<file path="config.mk">
export PLATFORM = sky130hd
export DESIGN_NAME = hazard_stall_ctrl
export DESIGN_NICKNAME = d
export VERILOG_FILES = /design/src/rtl/hazard_stall_ctrl_pkg.sv /design/src/rtl/hazard_stall_ctrl_dest_scoreboard.sv /design/src/rtl/hazard_stall_ctrl.sv
export SDC_FILE = /design/constraint.sdc
export NUM_CORES = 1
export LEC_CHECK = 0
export BUFFER_PORTS_ARGS = -buffer_cell sky130_fd_sc_hd__buf_2
export CORE_MARGIN = 4
export CORE_UTILIZATION = 53
export DETAILED_ROUTE_END_ITERATION = 10
export GPL_TIMING_DRIVEN = 1
export MAX_ROUTING_LAYER = met4
export PLACE_DENSITY = 0.81
export SLEW_MARGIN = 40
export SYNTH_ARGS = -nofsm -noshare
export SYNTH_HDL_FRONTEND = slang
export SYNTH_SLANG_ARGS = --single-unit
</file>
<file path="constraint.sdc">
create_clock -name Clk -period 8 [get_ports Clk]
set_input_delay 2.4 -clock Clk [delete_from_list [all_inputs] [get_ports Clk]]
set_output_delay 2.4 -clock Clk [all_outputs]
set_load 0.005 [all_outputs]
</file>
<file path="src/rtl/hazard_stall_ctrl_pkg.sv">
`default_nettype none
// +----------------------------------------------------------------------------+
// | hazard_stall_ctrl_pkg : shared types for the MIPS hazard/stall controller  |
// | Rev 1.0                                                                    |
// +----------------------------------------------------------------------------+
package hazard_stall_ctrl_pkg;

  typedef enum logic [1:0] {
    ST_RUN   = 2'd0,
    ST_STALL = 2'd1,
    ST_FLUSH = 2'd2
  } state_e;

  localparam logic [4:0] REG_ZERO = 5'd0;
  localparam int         ENTRY_W  = 6;

  typedef struct packed {
    logic       valid;
    logic [4:0] dest;
  } sb_entry_t;

  function automatic logic entry_hit(input sb_entry_t e, input logic [4:0] r);
    return e.valid && (e.dest == r);
  endfunction

endpackage
`default_nettype wire

</file>
<file path="src/rtl/hazard_stall_ctrl_dest_scoreboard.sv">
`default_nettype none
// +----------------------------------------------------------------------------+
// | dest_scoreboard : in-flight destination tracker (EX, MEM, optional WB)     |
// | Rev 1.0                                                                    |
// +----------------------------------------------------------------------------+
module dest_scoreboard
  import hazard_stall_ctrl_pkg::*;
#(
  parameter int WB_CHECK = 0
) (
  input  logic       clk_i,
  input  logic       rst_ni,
  input  logic       kill_i,
  input  sb_entry_t  entry_i,
  input  logic [4:0] rs_i,
  input  logic [4:0] rt_i,
  output logic       rs_match_o,
  output logic       rt_match_o
);

  sb_entry_t ex_q, ex_d, mem_q;
  logic      wb_rs_hit, wb_rt_hit;

  // A stalled or squashed ID instruction enters EX as a bubble.
  assign ex_d = kill_i ? '0 : entry_i;

  always_ff @(posedge clk_i or negedge rst_ni) begin
    if (!rst_ni) begin
      ex_q  <= '0;
      mem_q <= '0;
    end else begin
      ex_q  <= ex_d;
      mem_q <= ex_q;
    end
  end

  generate
    if (WB_CHECK != 0) begin : g_wb
      sb_entry_t wb_q;
      always_ff @(posedge clk_i or negedge rst_ni) begin
        if (!rst_ni) wb_q <= '0;
        else         wb_q <= mem_q;
      end
      assign wb_rs_hit = entry_hit(wb_q, rs_i);
      assign wb_rt_hit = entry_hit(wb_q, rt_i);
    end else begin : g_no_wb
      assign wb_rs_hit = 1'b0;
      assign wb_rt_hit = 1'b0;
    end
  endgenerate

  assign rs_match_o = entry_hit(ex_q, rs_i) | entry_hit(mem_q, rs_i) | wb_rs_hit;
  assign rt_match_o = entry_hit(ex_q, rt_i) | entry_hit(mem_q, rt_i) | wb_rt_hit;

endmodule
`default_nettype wire

</file>
<file path="src/rtl/hazard_stall_ctrl.sv">
`default_nettype none
// +----------------------------------------------------------------------------+
// | hazard_stall_ctrl : RAW stall / branch flush control, no-forwarding MIPS   |
// | Rev 1.0                                                                    |
// +----------------------------------------------------------------------------+
module hazard_stall_ctrl
  import hazard_stall_ctrl_pkg::*;
#(
  parameter int WB_CHECK = 0,
  parameter int CNT_W    = 16
) (
  input  logic             Clk,
  input  logic             Rst_n,
  input  logic             Valid_ID,
  input  logic [4:0]       Rs_ID,
  input  logic [4:0]       Rt_ID,
  input  logic [4:0]       Rd_ID,
  input  logic             UsesRs_ID,
  input  logic             UsesRt_ID,
  input  logic             RegWrite_ID,
  input  logic             RegDst_ID,
  input  logic             BranchTaken_EX,
  output logic             PCWrite,
  output logic             IFIDWrite,
  output logic             IFIDFlush,
  output logic             IDEXBubble,
  output logic [1:0]       State,
  output logic [CNT_W-1:0] StallCycles
);

  logic [4:0] dest_id;
  sb_entry_t  new_entry;
  logic       rs_match, rt_match;
  logic       hazard, stall;
  state_e     state_q, state_d;
  logic [CNT_W-1:0] cnt_q, cnt_d;

  assign dest_id         = RegDst_ID ? Rd_ID : Rt_ID;
  assign new_entry.valid = Valid_ID & RegWrite_ID & (dest_id != REG_ZERO);
  assign new_entry.dest  = dest_id;

  dest_scoreboard #(
    .WB_CHECK(WB_CHECK)
  ) u_sb (
    .clk_i      (Clk),
    .rst_ni     (Rst_n),
    .kill_i     (stall | BranchTaken_EX),
    .entry_i    (new_entry),
    .rs_i       (Rs_ID),
    .rt_i       (Rt_ID),
    .rs_match_o (rs_match),
    .rt_match_o (rt_match)
  );

  assign hazard = Valid_ID & ((UsesRs_ID & (Rs_ID != REG_ZERO) & rs_match) |
                              (UsesRt_ID & (Rt_ID != REG_ZERO) & rt_match));
  assign stall  = hazard & ~BranchTaken_EX;

  // State is a trace aid only; none of the pipeline controls read it.
  always_comb begin
    PCWrite    = 1'b1;
    IFIDWrite  = 1'b1;
    IFIDFlush  = 1'b0;
    IDEXBubble = 1'b0;
    state_d    = ST_RUN;
    if (BranchTaken_EX) begin
      IFIDFlush  = 1'b1;
      IDEXBubble = 1'b1;
      state_d    = ST_FLUSH;
    end else if (stall) begin
      PCWrite    = 1'b0;
      IFIDWrite  = 1'b0;
      IDEXBubble = 1'b1;
      state_d    = ST_STALL;
    end
  end

  always_ff @(posedge Clk or negedge Rst_n) begin
    if (!Rst_n) state_q <= ST_RUN;
    else        state_q <= state_d;
  end

  assign cnt_d = (stall && (cnt_q != {CNT_W{1'b1}})) ?
                 cnt_q + {{(CNT_W-1){1'b0}}, 1'b1} : cnt_q;

  always_ff @(posedge Clk or negedge Rst_n) begin
    if (!Rst_n) cnt_q <= '0;
    else        cnt_q <= cnt_d;
  end

  assign State       = state_q;
  assign StallCycles = cnt_q;

endmodule
`default_nettype wire
</file>
=== Yosys cells after proc, flatten, opt, wreduce, memory -nomap -nowiden ===
Cells that the tools add are included.

* Flip-flop bits (word level): 30
* Bits of input ports: 23
* Output and inout bits: 22
* Logic and storage cells: 42

* Add/sub/neg operators: 1
* Equal/unequal tests: 5
* Muxes and demuxes: 9
* Bitwise operators: 13
* Reductions and logical operators: 8

{| class="wikitable"
|+ Operators by type and width
! operator !! count
|-
| equality test 5 bit || 4
|-
| adder 16 x 1 -> 16 bit (second input constant) || 1
|-
| != test 16 bit (second input constant) || 1
|-
| nonzero test 5 bit || 3
|-
| AND 1 bit || 8
|-
| 2-to-1 mux 1 bit || 6
|-
| 2-to-1 mux 6 bit || 1
|-
| logical AND 1 bit || 5
|-
| 2-to-1 mux 5 bit || 1
|-
| OR 1 bit || 4
|-
| 2-to-1 mux 2 bit || 1
|-
| NOT 1 bit || 1
|}

=== Depth between registers and ports, before layout ===
* Depth after elaboration: 9
* Gate-level depth with buffers: 8
* Gate-level depth less buffers: 7

=== Hierarchy ===
From an unflattened synthesis, not the netlist that was laid out.

* Cell total of the unflattened synthesis: 142
* Area total of the unflattened synthesis: 1577.8 um^2

{| class="wikitable"
|+ By module, submodules not included
! module !! instances !! cells each !! area an instance (um^2) !! seq. area each (um^2)
|-
| hazard_stall_ctrl || 1 || 94 || 1012.2 || 450.4
|-
| dest_scoreboard || 1 || 48 || 565.5 || 300.3
|}

=== Worst setup path after synthesis ===
No wires, ideal clock.

* Kind: in2out
* From: input port Rs_ID[1]
* To: output port IDEXBubble
* Data arrival time: 3.631 ns
* Required time: 5.600 ns
* Setup slack: 1.969 ns
* Stages: 5
* Path buffers: 1
* Cells stage by stage: or4_1 > o21a_1 > a32o_1 > buf_6 > a21o_4

* Cells in the longest elaborated chain, start to end: 9
* Elaborated cells between the ends (all ways): 13
* Classes of those cells: 2 x eq/ne; 2 x mux; 6 x bitwise; 3 x reduce/logical

{| class="wikitable"
|+ RTL lines
! what !! line !! source
|-
| start: declaration || hazard_stall_ctrl.sv:15 || <nowiki>input logic [4:0] Rs_ID,</nowiki>
|-
| equality test 5 bit || hazard_stall_ctrl_pkg.sv:23 || <nowiki>return e.valid && (e.dest == r);</nowiki>
|-
| logical AND 1 bit || hazard_stall_ctrl_pkg.sv:23 ||
|-
| OR 1 bit || hazard_stall_ctrl_dest_scoreboard.sv:52 || <nowiki>assign rs_match_o = entry_hit(ex_q, rs_i) | entry_hit(mem_q, rs_i) | wb_rs_hit;</nowiki>
|-
| AND 1 bit (*) || hazard_stall_ctrl.sv:55 || <nowiki>assign hazard = Valid_ID & ((UsesRs_ID & (Rs_ID != REG_ZERO) & rs_match) |</nowiki>
|-
| OR 1 bit (*) || hazard_stall_ctrl.sv:55 ||
|-
| AND 1 bit (*) || hazard_stall_ctrl.sv:55 ||
|-
| AND 1 bit (*) || hazard_stall_ctrl.sv:57 || <nowiki>assign stall = hazard & ~BranchTaken_EX;</nowiki>
|-
| 2-to-1 mux 1 bit (*) || hazard_stall_ctrl.sv:70 || <nowiki>end else if (stall) begin</nowiki>
|-
| 2-to-1 mux 1 bit (*) || hazard_stall_ctrl.sv:66 || <nowiki>if (BranchTaken_EX) begin</nowiki>
|-
| end: declaration || hazard_stall_ctrl.sv:26 || <nowiki>output logic IDEXBubble,</nowiki>
|}

Mark *: on every way between the ends. The rest lies on a longest branch, timed or not.

=== Worst setup path after layout ===
Same ends and word-level chain as after synthesis.

==> metrics.csv <==
metric;value;unit
outcome;finished, final reports clean;
rsz0062_at_grt;no;
hpwl;2660;µm
overflow;0;
drc;0;
placed_cell_area;1760;µm²
place_ws;1.51;ns
cts_sinks;30;
ios;45;
synthAdderAreaFrac;0.00807;
row_count;19;
synthMuxAreaShare;0.0395;
cts_root_buf;clkbuf_4;
grt_pass1_vias;1216;
ys.flop_type;dfrtp_1;
p_total;0.289;mW
hold_start;u_sb.ex_q[5];
synth_compound_area_frac;0.0500;
antenna_found_initial;0;
gp_congestion;0.844;
vias;1230;
portBuffers;44;
fin_crit_sh;0.812;
p_per_area;159;nW/µm²
synth-edff-count;0;
grt.met1_usage;0.255;
ys_seq_area_frac;0.484;
slew_viol_final;0;
cts_resized;0;
use_met3;0.0558;
fin_area;1820;µm²
p_seq_frac;0.558;
synth.avg_cell_area;10.8;µm²
via_per_inst;5.59;
crit_path_max_incr_delay;0.51;ns
grt_pass1_wl;5350;µm
synthTopCellsByCount;xnor2_1 (34), dfrtp_1 (30), nand4_1 (11), nand2_1 (10), nor2_1 (9);
r2r-start;u_sb.ex_q[2];
p_clk_frac;0.322;
drt-total-wl;3480;µm
async_flop_share;1.00;
min_period;6.50;ns
synth_area_leaders;dfrtp_1 (48%), xnor2_1 (19%), nand4_1 (4.4%), and3_1 (3.2%), mux2i_1 (3.2%);
combPwrFrac;0.120;
grt.total_usage;0.206;
worstPathArrival;4.10;ns
swShare;0.255;
synth_top_area_frac;0.484;
grt_start_max_net_pins;31;
gr-usage-met2;0.312;
yosysMostFrequentCell;xnor2_1;
cap_violations;0;
ys_warn_count;0;
p_switching;0.0738;mW
htreeDepth;2;
hp-class;flop to flop;
crit_slowest_cell;or4_1;
yosysTopAreaCell;dfrtp_1;
cts_max_path_buffers;2;
ys_ff_latch;30;
crit_top_cell;buf_2;
routedWlPerCell;15.8;µm
critical_path_class;input pin to output port;
fin_util;0.654;
die_area;3850;µm²
syn2layout_area_growth;17.4;%
synth_cell_type_count;30;
post_synth_and_or_nand_nor_area_fraction;0.191;
synth_top_family_by_area;XOR/XNOR gates;
clock_skew;0.0125;ns
fmax;0.154;GHz
finalNonFillerCells;220;
worstPathMaxFanout;18;
holdWs;0.402;ns
synth-xor-area-share;0.192;
antenna_left;0;
start_util;0.557;
cp_top_family;compound AO/OA/AOI/OAI gates;
post-cts-setup-buffers;0;
holdPathEnd;u_sb.mem_q[5];
die_y;62.1;µm
clkSlewWorstSetupHoldPaths;0.10;ns
r2r_slack;5.79;ns
r2r-end;StallCycles[1];
grt.busiest_layer;met2;
critPathLaunchType;input pin;
p_int;0.216;mW
placed_cells;212;
cp_num_buf_inv;2;
finalSetupViolCount;0;
endpoint_kind;output port;
cts_hold_buf;0;
peakVddDrop;0.147;mV
firstDrtPassIters;4;
r2r_cells;6;
syn_inst;144;
die_x;62.1;µm
worst-slew-pin-transition;0.689;ns
critPathRequiredTime;5.60;ns
tritoncts;done;
coreArea;2780;µm²
fin_nets;212;
max-slew-margin-rel;0.540;
drt-initial-drc-count;84;
synth_fp_nets;168;
drive_gt1_frac;0.275;
p_leak;0.870;nW
numCtsBuffers;5;
final.setup.tns;0;ns
n_antenna_cell;0;
critical_path.cell_chain;buf_2 > or4_1 > o21a_1 > a32o_1 > a21o_4 > buf_2;
setup_slack;1.50;ns
hold_violations;0;
syn_area;1550;µm²
insertion_delay;0.33;ns
hold_depth;0;
flip-flops by register name (all words and copies together), names as in the netlist:
register / count
u_sb.ex_q: 6
StallCycles: 16
u_sb.mem_q: 6
State: 2
layer usage:
| layer | share of wire | vias up |
|---|---|---|
| li1 | - | 591 |
| met1 | 0.43 | 588 |
| met2 | 0.49 | 41 |
| met3 | 0.053 | 10 |
| met4 | 0.023 | 0 |
| met5 | 0 | - |
final cells by class:
cell class	count	area, µm²
Tap cell	31	38.8
Sequential cell	30	751
Timing Repair Buffer	44	220
Inverter	1	3.75
Multi-Input combinational cell	106	746
Clock buffer	7	55.1
Clock inverter	1	5.00
Fill cell	231	962
worst register-to-register path, stage by stage, from the launching register on:
cell	delay [ns]
dfrtp_1	0.44
xnor2_1	0.21
nand4_1	0.12
o22ai_1	0.15
a32o_1	0.62
nand2_1	0.21
mux2_1	0.36
kinds of logic after synthesis:
kind of cell	Yosys count
adders and majority gates	1
buffers and inverters	8
and+or+nand+nor	56
DFF	30
xor gates and xnor gates	34
muxes	6
AOI/OAI and AO/OA	9
power groups by stage:
stage                     sequential [mW]  combinational [mW]  clock, mW
after floorplan                     0.163              0.0190          0
after global placement              0.164              0.0325          0
after detailed placement            0.165              0.0349          0
after CTS                           0.162              0.0350     0.0950
after global routing                0.162              0.0379      0.102
final                               0.162              0.0346     0.0932
worst max-delay path by stage:
stage | from | to | cells after the start
5_1_grt | Rt_ID[3] | PCWrite | 7
3_5_place_dp | Rs_ID[1] | IDEXBubble | 6
2_1_floorplan | Rs_ID[1] | IDEXBubble | 5
4_1_cts | Rs_ID[1] | IDEXBubble | 6
3_3_place_gp | Rs_ID[1] | IDEXBubble | 6
6_report | Rs_ID[1] | IDEXBubble | 6
placed cells by master (no fill, tap or decap), types with 2 or more instances in the layout:
cell type	Yosys	layout
a31oi_1	2	2
and2_1	2	2
and3_1	8	8
buf_2	1	44
clkbuf_4	0	5
dfrtp_1	30	30
mux2i_1	5	5
nand2_1	10	10
nand3_1	8	8
nand4_1	11	11
nor2_1	9	9
nor3_1	3	3
o22ai_1	2	2
xnor2_1	34	34
(Power assumes the default switching activity.)
